$ cat src/rtl/tytra_stream_pkg.sv
// Shared stream package for kernel pipeline tail blocks.
// Holds the parameter defaults, the pointer-width helper and the
// default-width data word type.
package tytra_stream_pkg;

  localparam int DATAW_DEF      = 32;
  localparam int FIFO_DEPTH_DEF = 4;

  typedef logic [DATAW_DEF-1:0] data_t;

  // Pointer width for an n-entry buffer.
  // Clamped to 1 so that a 1- or 2-entry buffer still gets a real pointer bit.
  function automatic int clog2_min1(input int n);
    return (n <= 2) ? 1 : $clog2(n);
  endfunction

endpackage

$ cat src/rtl/tytra_sync_fifo.sv
// Synchronous circular-buffer FIFO with entry count.
// Ports:
//   clk, rst         clock, synchronous active-high reset (pointers/count only)
//   push, wr_data    write wr_data at the tail
//   pop              drop the head entry
//   rd_data          head entry, read straight from storage (no output register)
//   occupancy        current number of stored entries (0..DEPTH)
// The caller guarantees no push when full without a pop, and no pop when empty.
module tytra_sync_fifo
  import tytra_stream_pkg::*;
#(
  parameter int DATAW = DATAW_DEF,
  parameter int DEPTH = FIFO_DEPTH_DEF,
  localparam int AW   = clog2_min1(DEPTH),
  localparam int CW   = $clog2(DEPTH) + 1
) (
  input  logic             clk,
  input  logic             rst,
  input  logic             push,
  input  logic [DATAW-1:0] wr_data,
  input  logic             pop,
  output logic [DATAW-1:0] rd_data,
  output logic [CW-1:0]    occupancy
);

  logic [DATAW-1:0] mem [DEPTH];
  logic [AW-1:0]    wr_ptr;
  logic [AW-1:0]    rd_ptr;

  // Storage is not reset; content is meaningless until written.
  always_ff @(posedge clk) begin
    if (push) mem[wr_ptr] <= wr_data;
  end

  // DEPTH is a power of two, so the pointers wrap by plain overflow.
  always_ff @(posedge clk) begin
    if (rst) begin
      wr_ptr    <= '0;
      rd_ptr    <= '0;
      occupancy <= '0;
    end else begin
      if (push) wr_ptr <= wr_ptr + AW'(1);
      if (pop)  rd_ptr <= rd_ptr + AW'(1);
      occupancy <= occupancy + CW'(push) - CW'(pop);
    end
  end

  assign rd_data = mem[rd_ptr];

endmodule

$ cat src/rtl/kernel_pipe_drain.sv
// Tail block of a leaf-node kernel pipeline.
// Tracks which pipeline stages carry live data, buffers the final stage
// output in a FIFO and presents it downstream with valid/ready. Downstream
// backpressure freezes the whole pipeline through stall, so nothing in
// flight is dropped.
// Ports:
//   clk, rst            clock, synchronous active-high reset
//   in_valid, in_ready  upstream handshake on the kernel operand inputs
//   stall               freeze to every leaf node
//   pipe_data           registered out1 of the final leaf stage
//   out_valid, out_data, out_ready   downstream handshake
//   occupancy           FIFO entry count
module kernel_pipe_drain
  import tytra_stream_pkg::*;
#(
  parameter int DATAW      = DATAW_DEF,
  parameter int PIPE_LAT   = 1,
  parameter int FIFO_DEPTH = FIFO_DEPTH_DEF,
  localparam int CW        = $clog2(FIFO_DEPTH) + 1
) (
  input  logic             clk,
  input  logic             rst,
  input  logic             in_valid,
  output logic             in_ready,
  output logic             stall,
  input  logic [DATAW-1:0] pipe_data,
  output logic             out_valid,
  output logic [DATAW-1:0] out_data,
  input  logic             out_ready,
  output logic [CW-1:0]    occupancy
);

  logic [PIPE_LAT-1:0] vld;
  logic                pop;
  logic                push;
  logic                full;

  // Valid tracker mirrors the leaf registers: advances only when they do.
  always_ff @(posedge clk) begin
    if (rst) begin
      vld <= '0;
    end else if (!stall) begin
      vld[0] <= in_valid;
      for (int i = 1; i < PIPE_LAT; i++) vld[i] <= vld[i-1];
    end
  end

  assign pop       = out_valid & out_ready;
  assign full      = (occupancy == CW'(FIFO_DEPTH));
  // A pop in the same cycle frees a slot, so a full FIFO only stalls when
  // downstream is not taking the head word. This is the only path from
  // out_ready to an output.
  assign stall     = full & ~pop;
  assign in_ready  = ~stall;
  assign push      = vld[PIPE_LAT-1] & ~stall;
  assign out_valid = (occupancy != '0);

  tytra_sync_fifo #(
    .DATAW (DATAW),
    .DEPTH (FIFO_DEPTH)
  ) u_fifo (
    .clk       (clk),
    .rst       (rst),
    .push      (push),
    .wr_data   (pipe_data),
    .pop       (pop),
    .rd_data   (out_data),
    .occupancy (occupancy)
  );

endmodule

$ cat config.mk
export PLATFORM = sky130hd
export DESIGN_NAME = kernel_pipe_drain
export DESIGN_NICKNAME = d
export VERILOG_FILES = /design/src/rtl/tytra_stream_pkg.sv /design/src/rtl/tytra_sync_fifo.sv /design/src/rtl/kernel_pipe_drain.sv
export SDC_FILE = /design/constraint.sdc
export NUM_CORES = 1
export LEC_CHECK = 0
export CORE_AREA = 2 2 111 113
export CTS_CLUSTER_SIZE = 12
export DETAILED_ROUTE_END_ITERATION = 8
export DIE_AREA = 0 0 113 115
export PLACE_DENSITY = 0.67
export REMOVE_ABC_BUFFERS = 1
export SLEW_MARGIN = 15
export SYNTH_ARGS = -nofsm -noshare
export SYNTH_HDL_FRONTEND = slang
export SYNTH_HIERARCHICAL = 1
export SYNTH_SLANG_ARGS = --single-unit
$ cat constraint.sdc
create_clock -name clk -period 4.5 [get_ports clk]
set_clock_uncertainty 0.15 [all_clocks]
set_input_delay 0.9 -clock clk [delete_from_list [all_inputs] [get_ports clk]]
set_output_delay 0.9 -clock clk [all_outputs]
set_load 0.005 [all_outputs]
==> impl_results.md, run 1 <==
* Top cells by count, synth: edfxtp_1, mux4_2, dfxtp_1
* Seq pwr share at 42.2%
* Fillcell total at 891
* Area share of the largest cell type after synthesis at approximately 74%
* IO buf count at 73
* WL met2 at 4230 µm
* IO Pins at between 70 and 80
* Worst hold path type: register to register
* Post-CTS Hold Buffers at 0
* Clock Tree Buf Depth at 2
* Metal-1 WL at 3820 µm
* EDFF count, synth at approximately 130
* DR iter-0 viols at between 150 and 200
* Synth async-reset ratio at 0%
* Top FF cell, synth: edfxtp_1
* Crit-path max FO at 17
* Status: finished, violations left
* Worst Max-Slew Pin Slew at about 0.91 ns
* Clock-pin slew on the worst setup and hold paths at roughly 0.050 ns
* Most area-consuming cells after synthesis: edfxtp_1, mux4_2, dfxtp_1, ha_1, buf_12
* Post-Syn Instances at between 200 and 250
* Net load switching power at 805 µW
* FP Rows at 40
* CTS tree: built
* #FFs+latches synth at roughly 140
* CP Class: register to primary output
* CP Launch Type: register
* GP Congestion at between 0.6 and 0.7
* Clk sink count at 138
* Highest routed layer: met4
* Die area at 13,000 µm²
* Worst rel slew slack at 39.2%
* Total track usage at between 10% and 20%
* Post-CTS Setup Inserts at 0
* Mapped Avg Cell Area at roughly 24 µm²
* Core area at about 12,000 µm²
* Worst-Skew Late Latency at around 0.40 ns
* Starting Density at between 40% and 50%
* Number of diodes at 0
* Max Clk Rate at 285 MHz
* Cell area after synthesis at 5170 µm²
* Worst setup EP type: primary output
* Syn. warnings at 6
* Sequential fraction of the synthesis area at 78.1%
* VDD IR max at approximately 250 µV
* Post-CTS sizing at 0
* Cell taking the most area after synthesis: edfxtp_1
* Pleak at 2.16 nW
* Final Max Slew Viols at 0
* Post-DP HPWL at 5160 µm
* Initial antenna violation count at 0
* Final hold vios at 0
* Share of cells above drive strength 1 at between 20% and 30%
* Final period util at roughly four fifths
* Combinational power share at 18.8%
* First-pass DRT Iterations at 7
* Req. time, crit path at 3.45 ns
* WL/cell at around 19 µm
* Total congestion overflow at 0
* Largest net degree at the start of global routing at 33
* Max_cap viols at 0
* First-pass GRT wire length at ~14,000 µm
* Top-count cell post-synth: edfxtp_1
* Internal Pwr Total at between 2 and 3 mW
* Number of CTS-inserted buffers at 17
* Power density cells at 561 nW/µm²
* Routed WL at around 8700 µm
* WL met3 at 559 µm
* Distinct cells, synth at 22
* Layout net count at roughly 350
* Die width at ~110 µm
* Switching Share at between 20% and 30%
* # DRC at 6
* Setup TNS at 0 ns
* Area grow syn2layout at 28.7%
* DRT antenna net count at 0
* Clk root buf: clkbuf_16
* Crit path DAT at ~2.5 ns
* RSZ-0062 raised after global routing: false
* Final setup viols at 0
* Clock share of power at roughly two fifths
* Vias/cell at 5.15
* H-Tree Depth at 4
* Vert. Die Dim at 115 µm
* Post-layout minimum cycle time at roughly 3.5 ns
* Number of global-route vias before repair at ~2.6k
* WHS at approximately 0.33 ns
* Violated checks: design-rule violations
* Final Core Density at a little under three fifths
* Vias at around 2.4k
-- per-stage QoR --
step	total power, mW	worst slack, ns	area (µm²)	instances
detailed placement	2.32	1.12	6030	430
floorplan	1.93	1.31	5090	209
CTS	3.78	0.908	6660	462
finish	3.74	0.989	6660	462
global route	3.89	0.816	6660	462
global placement	2.31	1.20	6030	430
-- flip-flops by register name (all words and copies together) (netlist names), named ones only --
name              flops
vld                   1
u_fifo/rd_ptr         2
u_fifo/wr_ptr         2
u_fifo/mem          128
u_fifo/occupancy      3
-- power groups by stage --
stage / sequential (mW) / clock, mW / combinational (mW)
2_1_floorplan: 1.60 / 0 / 0.327
3_3_place_gp: 1.60 / 0 / 0.704
3_5_place_dp: 1.61 / 0 / 0.713
4_1_cts: 1.58 / 1.48 / 0.718
5_1_grt: 1.59 / 1.54 / 0.760
6_report: 1.58 / 1.46 / 0.703
-- path summary, 6_finish.rpt --
check	start	to	slack (ns)	cells after the start
setup / recovery	register	out_data[21]	0.99	3
hold / removal	vld$_SDFFE_PP0N_	vld$_SDFFE_PP0N_	0.33	2
setup reg to reg	u_fifo/occupancy[1]$_SDFF_PP0_	u_fifo/occupancy[2]$_SDFF_PP0_	2.08	9
hold reg to reg	vld$_SDFFE_PP0N_	vld$_SDFFE_PP0N_	0.33	2
-- cell type report --
class / instances / area, µm² / share of cell area, %
Tap cell: 147 / 184 / 2.76
Multi-Input combinational cell: 64 / 1020 / 15.4
Inverter: 7 / 26.3 / 0.394
Timing Repair Buffer: 74 / 751 / 11.3
Sequential cell: 138 / 4050 / 60.7
Clock buffer: 17 / 425 / 6.39
Clock inverter: 15 / 205 / 3.08
-- placed cells by master, fill, tap and decap left out, types with 2 or more instances in the layout --
cell and count:
mux4_2 30, dfxtp_2 2, edfxtp_1 128, xnor2_1 2
inv_1 7, mux2i_1 2, dfxtp_1 8, ha_1 6
mux4_1 2, nor2b_1 3, clkinv_1 3, nor2_1 5
nand2b_1 2, clkinvlp_4 2, clkinv_2 4, clkbuf_16 17
clkdlybuf4s50_1 73, and2_2 4, bufinv_16 5
-- cells by family (layout without fill, tap and decap cells) --
logic type / after synthesis / count (layout) / share of synthesized area (%)
buffers and inverters: 14 / 113 / 2.18
AO/OA/AOI/OAI: 2 / 2 / 0.290
multiplexers: 34 / 34 / 14.5
AND/OR/NAND/NOR: 18 / 18 / 2.30
XOR/XNOR: 3 / 3 / 0.798
adder cells (fa/ha/maj): 7 / 7 / 1.84
flip-flops: 138 / 138 / 78.1
-- critical path, cell delays in order, from the launching register on --
cell	delay, ns
dfxtp_2	0.75
buf_12	0.27
mux4_2	0.56
clkdlybuf4s50_1	0.48
-- layer usage --
layer | vias to the layer above | global-route usage [%]
li1 | 1066 | -
met2 | 61 | 22.7
met4 | 0 | 6.59
met1 | 1240 | 18.3
met5 | - | 0
met3 | 12 | 5.54
No activity file was read; power rests on OpenSTA's default activity.
==> run 2, diff against run 1 <==
- clock period: 4.5 -> 3.55 ns (I/O delays scaled with it)
==> impl_results.md, run 2 (synthesis results as in run 1) <==
* Max_cap viols at 0 (unchanged)
* Placed cell count at 436 (+1.4%)
* Total congestion overflow at 0 (unchanged)
* VDD IR max at 302 µV (+22%)
* Layout net count at 351 (+1.7%)
* Regs by FF count: u_fifo/mem: 128 flops, u_fifo/occupancy: 3 flops
* RSZ-0062 raised after global routing: false
* Share of cells above drive strength 1 at 21.5% (-0.092 points)
* Worst setup EP type: primary output
* Tot Pwr at 4.42 mW (+18%)
* First-pass GRT wire length at 13,400 µm (-2.6%)
* Commonest non-fill, non-tap cells in the layout: edfxtp_1, clkdlybuf4s50_1, mux4_2
* FF-to-FF Start: u_fifo/occupancy[1]$_SDFF_PP0_
* CP Launch Type: register
* Die area at 13,000 µm² (unchanged)
* FP Rows at 40 (unchanged)
* DR iter-0 viols at 135 (-25%)
* Worst Max-Slew Pin Slew at 0.477 ns (-0.435 ns)
* Placed cell areas at 6110 µm² (+1.4%)
* Worst r2r dst: u_fifo/occupancy[2]$_SDFF_PP0_
* Violated checks: design-rule violations
* Vias at 2,404 (+1.1%)
* Most flops, register: u_fifo/mem
* Crit-path max FO at 22 (+5)
* Post-DP HPWL at 5080 µm (-1.5%)
* Final hold vios at 0 (unchanged)
* Final setup viols at 0 (unchanged)
* Final Core Density at 56.1% (-0.25 points)
* CTS tree: built
* Clk root buf: clkbuf_16
* IO buf count at 73 (unchanged)
* Hold path start: vld$_SDFFE_PP0N_
* Power density cells at 666 nW/µm² (+19%)
* Worst-Skew Late Latency at 0.41 ns (about the same)
* Clock Tree Buf Depth at 2 (unchanged)
* Status: finished, violations left
* Setup ws final at 0.463 ns (-0.526 ns)
* Number of CTS-inserted buffers at 17 (unchanged)
* # DRC at 6 (unchanged)
* Post-route insts no fill at 468 (+1.3%)
* Design Area, Final at 6630 µm² (-0.45%)
* Area grow syn2layout at 28.1%
* Core area at 11,800 µm² (unchanged)
* GP Congestion at 0.666 (-3.9%)
* Die width at 113 µm (unchanged)
* Post-CTS Hold Buffers at 0 (unchanged)
* Vert. Die Dim at 115 µm (unchanged)
* Crit path DAT at 2.23 ns (-0.23 ns)
* Post-CTS Setup Inserts at 0 (unchanged)
* Pleak at 2.15 nW (-0.43%)
* CP Class: register to primary output
* Number of flip-flops in the largest register at 128 (unchanged)
* R2R Setup Slk at 1.12 ns (-0.96 ns)
* WL/cell at 18.3 µm (-3.4%)
* Most common cell after layout, fill and taps aside: edfxtp_1
* Max Clk Rate at between 300 and 400 MHz
* First-pass DRT Iterations at 6 (-1)
* Setup TNS at 0 ns (unchanged)
* Clk sink count at 138 (unchanged)
* Total track usage at 14.4% (-0.12 points)
* WHS at 0.329 ns (+0.00242 ns)
* Post-layout minimum cycle time at between 3 and 4 ns
* Final period util at between 80 and 90%
* Final Max Slew Viols at 0 (unchanged)
* Worst rel slew slack at 68.2% (+29 points)
* Starting Density at 43.8% (unchanged)
* Place WS at 0.336 ns (-0.780 ns)
* Vias/cell at 5.14 (-0.24%)
* Number of diodes at 0 (unchanged)
* FF-to-FF path depth at 8 (-1)
* Routed WL at 8560 µm (-2.1%)
* Worst hold path depth at 2 (unchanged)
* IO Pins at 74 (unchanged)
* Worst hold path type: register to register
* Post-CTS sizing at 0 (unchanged)
* Largest net degree at the start of global routing at 33 (unchanged)
* Initial antenna violation count at 0 (unchanged)
* Clock-pin slew on the worst setup and hold paths at 0.05 ns (about the same)
* H-Tree Depth at 4 (unchanged)
* DRT antenna net count at 0 (unchanged)
* Number of global-route vias before repair at 2,513 (-3.1%)
* Hold EP: vld$_SDFFE_PP0N_
* Req. time, crit path at 2.69 ns (-0.76 ns)
[run 2: cell count changes in the layout (fill, tap and decap cells not counted), moves of 2 or more]
cell       delta
buf_4         +3
buf_12        +3
bufinv_16     -4
clkbuf_1      +2
clkinv_1      +3
[run 2: critical path: stages (launching register included)]
cell	delay (ns)
dfxtp_2	0.32
buf_4	0.38
mux4_1	0.63
clkdlybuf4s50_1	0.46
[run 2: worst max path at each step]
stage                     slack, ns  startpoint                        endpoint  depth (start not counted)
after floorplan                0.55    register                     out_data[0]                          1
after global placement         0.43   out_ready  u_fifo/occupancy[2]$_SDFF_PP0_                         10
after detailed placement       0.34   out_ready  u_fifo/occupancy[2]$_SDFF_PP0_                         10
after CTS                      0.41    register                     out_data[0]                          3
after global routing           0.30    register                     out_data[0]                          3
final                          0.46    register                     out_data[0]                          3
[run 2: final cells by class]
cell class | instances | area [µm²]
flip-flops and latches | 138 | 4050
repair buffers | 80 | 833
inverters | 7 | 26.3
clock buffers | 19 | 433
well taps | 147 | 184
fillers | 914 | 5180
multi-input cells | 64 | 1020
clock inverters | 13 | 85.1
[run 2: power breakdown]
group	total, mW	switching, mW	internal [mW]	leakage, nW
logic	0.952	0.349	0.603	0.654
registers	1.93	0.0483	1.88	1.24
clock network	1.53	0.593	0.937	0.255
[run 2: routing by layer]
metal	up-vias	wire (µm)	track usage, %
met5	-	0	0
met4	0	189	7.56
met3	17	521	5.59
met1	1244	3700	17.4
li1	1077	-	-
met2	66	4150	22.7
==> run 3, diff against run 2 <==
- SLEW_MARGIN: 15 -> default
==> results of run 3 <==
Same layout as run 2: the final DEF is identical, and so are final timing and power.
